--- src/rtl/imm_extend_if.sv ---
// imm_extend_if: handshake/data bundle for the pipelined immediate extender.
//   master : ID-stage driver (imm_in, mode, in_valid, stall, flush out;
//            extended result in)
//   slave  : the extender itself
// Optional: IMMEXT_ZERO_FLAG_EN adds imm_zero (slave -> master).
interface imm_extend_if #(
    parameter int IN_W  = 16,
    parameter int OUT_W = 32
);
    logic [IN_W-1:0]  imm_in;
    logic [1:0]       mode;
    logic             in_valid;
    logic             stall;
    logic             flush;
    logic [OUT_W-1:0] imm_out;
    logic             out_valid;
    logic [1:0]       mode_out;
`ifdef IMMEXT_ZERO_FLAG_EN
    logic             imm_zero;

    modport master (output imm_in, mode, in_valid, stall, flush,
                    input  imm_out, out_valid, mode_out, imm_zero);
    modport slave  (input  imm_in, mode, in_valid, stall, flush,
                    output imm_out, out_valid, mode_out, imm_zero);
`else
    modport master (output imm_in, mode, in_valid, stall, flush,
                    input  imm_out, out_valid, mode_out);
    modport slave  (input  imm_in, mode, in_valid, stall, flush,
                    output imm_out, out_valid, mode_out);
`endif
endinterface

--- src/rtl/imm_extend_pipe.sv ---
// imm_extend_pipe: parameterised, pipelined immediate extender for the ID stage.
//   clk      : rising-edge clock
//   reset_n  : asynchronous active-low reset (clears data, mode, valid)
//   bus      : imm_extend_if.slave
//              imm_in/mode/in_valid  - raw immediate and extension mode
//                mode 00 sign, 01 zero, 10 upper (LUI), 11 branch (sext << 2)
//              stall/flush           - hold / kill every stage (flush wins)
//              imm_out/out_valid/mode_out - result from the last stage
// Parameters: IN_W (2..OUT_W-2), OUT_W, STAGES (1 or 2).
// Optional: define IMMEXT_ZERO_FLAG_EN to add bus.imm_zero, a registered
//           "extended value is all-zero" flag that follows the same
//           reset/stall/flush rules as the data.

// One register stage: valid bit plus an opaque payload.
module imm_ext_stage #(
    parameter int W = 34
) (
    input  logic         clk,
    input  logic         reset_n,
    input  logic         stall,
    input  logic         flush,
    input  logic         d_vld,
    input  logic [W-1:0] d_pay,
    output logic         q_vld,
    output logic [W-1:0] q_pay
);
    always_ff @(posedge clk or negedge reset_n) begin
        if (!reset_n) begin
            q_vld <= 1'b0;
            q_pay <= '0;
        end else if (flush) begin
            q_vld <= 1'b0;
            q_pay <= '0;
        end else if (!stall) begin
            q_vld <= d_vld;
            q_pay <= d_pay;
        end
    end
endmodule

module imm_extend_pipe #(
    parameter int IN_W   = 16,
    parameter int OUT_W  = 32,
    parameter int STAGES = 1
) (
    input  logic         clk,
    input  logic         reset_n,
    imm_extend_if.slave  bus
);
    localparam int EXT_W = OUT_W - IN_W;

    generate
        if (STAGES != 1 && STAGES != 2) begin : g_bad_stages
            $error("imm_extend_pipe: STAGES must be 1 or 2");
        end
        if (IN_W < 2 || IN_W > OUT_W - 2) begin : g_bad_width
            $error("imm_extend_pipe: IN_W must be in 2..OUT_W-2");
        end
    endgenerate

    typedef struct packed {
        logic [OUT_W-1:0] data;
        logic [1:0]       mode;
`ifdef IMMEXT_ZERO_FLAG_EN
        logic             zero;
`endif
    } pay_t;

    localparam int PAY_W = $bits(pay_t);

    logic [OUT_W-1:0] sext;
    logic [OUT_W-1:0] ext;
    pay_t             pay_in;

    // Extension is purely combinational on the stage-0 inputs.
    always_comb begin
        sext = {{EXT_W{bus.imm_in[IN_W-1]}}, bus.imm_in};
        ext  = sext;
        case (bus.mode)
            2'b00:   ext = sext;
            2'b01:   ext = {{EXT_W{1'b0}}, bus.imm_in};
            2'b10:   ext = {bus.imm_in, {EXT_W{1'b0}}};
            default: ext = {sext[OUT_W-3:0], 2'b00};  // top two bits fall off
        endcase
    end

    always_comb begin
        pay_in      = '0;
        pay_in.data = ext;
        pay_in.mode = bus.mode;
`ifdef IMMEXT_ZERO_FLAG_EN
        // Carried from stage 1 so it obeys the same flush/reset clearing
        // as the data, rather than being recomputed from a cleared 0.
        pay_in.zero = (ext == '0);
`endif
    end

    logic [STAGES:0]     vld_pipe;
    pay_t [STAGES:0]     pay_pipe;

    assign vld_pipe[0] = bus.in_valid;
    assign pay_pipe[0] = pay_in;

    // Stage 1 captures the extended value even when in_valid=0; only its
    // valid bit tracks in_valid. Stage 2 (if present) copies stage 1.
    for (genvar s = 1; s <= STAGES; s++) begin : g_stage
        imm_ext_stage #(.W(PAY_W)) u_stage (
            .clk     (clk),
            .reset_n (reset_n),
            .stall   (bus.stall),
            .flush   (bus.flush),
            .d_vld   (vld_pipe[s-1]),
            .d_pay   (pay_pipe[s-1]),
            .q_vld   (vld_pipe[s]),
            .q_pay   (pay_pipe[s])
        );
    end

    assign bus.imm_out   = pay_pipe[STAGES].data;
    assign bus.mode_out  = pay_pipe[STAGES].mode;
    assign bus.out_valid = vld_pipe[STAGES];
`ifdef IMMEXT_ZERO_FLAG_EN
    assign bus.imm_zero  = pay_pipe[STAGES].zero;
`endif
endmodule

--- src/flat_wrapper.sv ---
// flat-port wrapper written by rule: the top's interface ports become plain ports
module imm_extend_pipe_flat 
#(
    parameter int IN_W   = 16,
    parameter int OUT_W  = 32,
    parameter int STAGES = 1
)
  (clk, reset_n, bus_imm_in, bus_mode, bus_in_valid, bus_stall, bus_flush, bus_imm_out, bus_out_valid, bus_mode_out);
  imm_extend_if #(.IN_W(IN_W), .OUT_W(OUT_W)) bus_i ();
  input  logic clk;
  input  logic reset_n;
  input wire logic [$bits(bus_i.imm_in)-1:0] bus_imm_in;
  input wire logic [$bits(bus_i.mode)-1:0] bus_mode;
  input wire logic [$bits(bus_i.in_valid)-1:0] bus_in_valid;
  input wire logic [$bits(bus_i.stall)-1:0] bus_stall;
  input wire logic [$bits(bus_i.flush)-1:0] bus_flush;
  output wire logic [$bits(bus_i.imm_out)-1:0] bus_imm_out;
  output wire logic [$bits(bus_i.out_valid)-1:0] bus_out_valid;
  output wire logic [$bits(bus_i.mode_out)-1:0] bus_mode_out;
  assign bus_i.imm_in = bus_imm_in;
  assign bus_i.mode = bus_mode;
  assign bus_i.in_valid = bus_in_valid;
  assign bus_i.stall = bus_stall;
  assign bus_i.flush = bus_flush;
  assign bus_imm_out = bus_i.imm_out;
  assign bus_out_valid = bus_i.out_valid;
  assign bus_mode_out = bus_i.mode_out;
  imm_extend_pipe #(.IN_W(IN_W), .OUT_W(OUT_W), .STAGES(STAGES)) u_core (.clk(clk), .reset_n(reset_n), .bus(bus_i));
endmodule
--- config.mk ---
export PLATFORM = sky130hd
export DESIGN_NAME = imm_extend_pipe_flat
export DESIGN_NICKNAME = d
export VERILOG_FILES = /design/src/rtl/imm_extend_if.sv /design/src/rtl/imm_extend_pipe.sv /design/src/flat_wrapper.sv
export SDC_FILE = /design/constraint.sdc
export NUM_CORES = 1
export LEC_CHECK = 0
export BUFFER_PORTS_ARGS = -buffer_cell sky130_fd_sc_hd__clkbuf_2
export CAP_MARGIN = 15
export CORE_MARGIN = 2
export CORE_UTILIZATION = 45
export DETAILED_ROUTE_END_ITERATION = 6
export HOLD_SLACK_MARGIN = 0.02
export PLACE_DENSITY = 0.78
export SYNTH_ARGS = -nofsm -noshare
export SYNTH_HDL_FRONTEND = slang
export SYNTH_SLANG_ARGS = --single-unit
--- constraint.sdc ---
create_clock -name clk -period 0.8 [get_ports clk]
set_input_delay 0 -clock clk [delete_from_list [all_inputs] [get_ports clk]]
set_output_delay 0 -clock clk [all_outputs]
set_load 0.02 [all_outputs]
==> results.sh <==
export IMPL_status="complete, but fails checks"
export IMPL_failed_checks="setup timing"
export IMPL_leakagePower_uw=0.00129
export IMPL_reg2reg_to="u_core.g_stage[1].u_stage.q_pay[6]$_DFFE_PN0P_"
export IMPL_coreArea_mm2=0.00394
export IMPL_finalCriticalPeriod_ps=837
export IMPL_cp_required_ps=800
export IMPL_cp_cell_sequence="buf_6"
export IMPL_final_common_cell="buf_6"
export IMPL_finalWorstSetupSlack_ps=-36.7
export IMPL_initial_core_util_pct=46.1
export IMPL_viasPerCell=5.47
export IMPL_pwr_density_cell_mw_per_mm2=1650
export IMPL_path_depth=1
export IMPL_reg2reg_depth=3
export IMPL_startpoint_type="register"
export IMPL_cts_buffers=5
export IMPL_grt_util_met2_pct=34.9
export IMPL_cts_path_max_buffers=2
export IMPL_period_share_pct=105
export IMPL_syn_inst=178
export IMPL_drt_iter0_drc=135
export IMPL_ys_types=26
export IMPL_design_die_area_mm2=0.00456
export IMPL_detailed_place_hpwl_um=3140
export IMPL_fmax_mhz=1200
export IMPL_cts_tree="yes"
export IMPL_rsz0062_at_grt="yes"
export IMPL_path_clk_slew_ps=70
export IMPL_max_slew_margin_pct=77.1
export IMPL_grt_total_usage_pct=21.5
export IMPL_crit_slowest_cell="dfrtp_1"
export IMPL_grt_pass1_wl_um=7360
export IMPL_cp_arrival_ps=840
export IMPL_grt_start_max_net_pins=36
export IMPL_area_growth_syn_to_layout_pct=52.3
export IMPL_synth_nets=201
export IMPL_async_flop_share_pct=100
export IMPL_synth_avg_cell_area_um2=10.2
export IMPL_crit_family="flip-flops"
export IMPL_synth_edf_count=0
export IMPL_fin_util_pct=70.2
export IMPL_grt_util_met1_pct=29.0
export IMPL_r2r_slack_ps=0
export IMPL_met3_usage_pct=4.33
export IMPL_synth_seq_area_share_pct=48.2
export IMPL_ir_drop_uv=949
export IMPL_antenna_found_initial=0
export IMPL_grt_pass1_vias=1555
export IMPL_cp_end_kind="output pin"
export IMPL_fillCellCount=313
export IMPL_placedCellCount=281
export IMPL_min_path_cells=3
export IMPL_crit_path_max_fanout=2
export IMPL_antenna_left=0
export IMPL_finClkSkew_ps=0
export IMPL_crit_path_max_incr_delay_ps=410
export IMPL_io_buffer_count=57
export IMPL_synth_seq_cells=35
export IMPL_final_cell_mix="buf_6, dfrtp_1, clkbuf_2"
export IMPL_hp_start="bus_imm_in[13]"
export IMPL_synth_area_mm2=0.00182
export IMPL_insertion_delay_ps=280
export IMPL_diodes=0
export IMPL_register_area_um2=881
export IMPL_cts_sinks=35
export IMPL_grt_busiest_layer="met2"
export IMPL_dieWidth_um=67.5
export IMPL_synth_ff_type="dfrtp_1"
export IMPL_drv_cap=0
export IMPL_pin_count=58
export IMPL_rr_startpoint="u_core.g_stage[1].u_stage.q_pay[6]$_DFFE_PN0P_"
export IMPL_drcViolationCount=0
export IMPL_num_vias=1645
export IMPL_htree_levels=2
export IMPL_chipHeight_um=67.5
export IMPL_finalSetupViolCount=33
export IMPL_multi_input_area_um2=858
export IMPL_nets=273
export IMPL_place_gp_congestion=0.842
export IMPL_drv_slew=0
export IMPL_drive_above_1_share_pct=51.4
export IMPL_finalHoldViolCount=0
export IMPL_tightest_slew_ps=343
export IMPL_drt_pass1_iterations=4
export IMPL_worstHoldEndpoint="u_core.g_stage[1].u_stage.q_pay[17]$_DFFE_PN0P_"
export IMPL_wl_per_cell_um=15.9
export IMPL_criticalPathCategory="reg -> out"
export IMPL_row_count=23
export IMPL_hold_class="in -> reg"
export IMPL_ctsRootBufferMaster="clkbuf_8"
export IMPL_cp_num_buf_inv=1
export IMPL_gr_total_overflow=0
export IMPL_routed_wl_um=4800
export IMPL_synth_warnings=0
export IMPL_fin_cells=301
[metal layers]
layer / wire length (µm) / vias up
met5: 0 / -
met4: 51 / 0
met3: 265 / 6
met2: 2450 / 52
met1: 2030 / 811
li1: - / 776
[kinds of logic (layout without fill, tap and decap cells)]
logic type,Yosys count,in the layout,share of synthesized area (%)
and+or+nand+nor,55,55,13.3
buffers and inverters,36,109,10.8
muxes,3,3,1.65
AOI/OAI and AO/OA,49,49,26.0
DFF,35,35,48.2
[how the worst max path moves through the flow]
stage                                                         from  slack (ps)                                         endpoint
global route        u_core.g_stage[1].u_stage.q_pay[6]$_DFFE_PN0P_         -60                                   bus_imm_out[4]
CTS                 u_core.g_stage[1].u_stage.q_pay[5]$_DFFE_PN0P_         -50                                   bus_imm_out[3]
finish              u_core.g_stage[1].u_stage.q_pay[6]$_DFFE_PN0P_         -40                                   bus_imm_out[4]
floorplan                                              bus_mode[0]         -80  u_core.g_stage[1].u_stage.q_pay[28]$_DFFE_PN0P_
detailed placement                                     bus_mode[1]        -340  u_core.g_stage[1].u_stage.q_pay[26]$_DFFE_PN0P_
global placement                                       bus_mode[1]        -270  u_core.g_stage[1].u_stage.q_pay[27]$_DFFE_PN0P_
[sequential cells by signal, indices dropped and copies added (netlist names)]
signal and cells:
u_core.g_stage.u_stage.q_vld 1, u_core.g_stage.u_stage.q_pay 34
[cell usage after synthesis (all sizes together) (2+ instances only)]
| cell | number | area share (%) |
|---|---|---|
| a21oi | 4 | 1.7 |
| inv | 16 | 3.3 |
| mux2i | 3 | 1.7 |
| nand2 | 18 | 3.9 |
| buf | 17 | 6.9 |
| a21o | 14 | 5.8 |
| nor2 | 19 | 3.9 |
| dfrtp | 35 | 48 |
| nor3 | 13 | 3.6 |
| clkbuf | 2 | 0.41 |
| nor3b | 2 | 0.83 |
| a221oi | 27 | 16 |
[metrics by stage]
step / total power [µW] / setup TNS (ps) / hold slack (ps) / worst slack [ps] / area (µm²)
CTS: 4380 / -1130 / 22.6 / -50.9 / 2470
global route: 4770 / -1550 / 44.5 / -61.2 / 2770
detailed placement: 2920 / -5810 / -22.5 / -338 / 2260
global placement: 2910 / -4810 / -21.9 / -265 / 2260
finish: 4570 / -608 / 27.6 / -36.7 / 2770
floorplan: 2560 / -1540 / -296 / -79.7 / 1880
[area by class of cell]
cell class	count	share of cell area, %
Clock buffer	8	3.62
Timing Repair Buffer	84	28.9
Inverter	17	2.31
Multi-Input combinational cell	107	31.0
Sequential cell	35	31.8
Tap cell	50	2.26
[power by group]
group          switching [µW]  leakage (µW)  internal, µW
Clock                     610     0.0000515           786
Sequential               85.5      0.000456          1880
Combinational             623      0.000783           577
Total                    1320       0.00129          3250
[timing repair]
item,CTS,global route
pin swaps,1,7
resized for setup,9,110
buffers inserted,5,5
setup endpoints to repair,38,47
hold buffers,2,0
hold endpoints to repair,36,0
(Power assumes the default switching activity.)
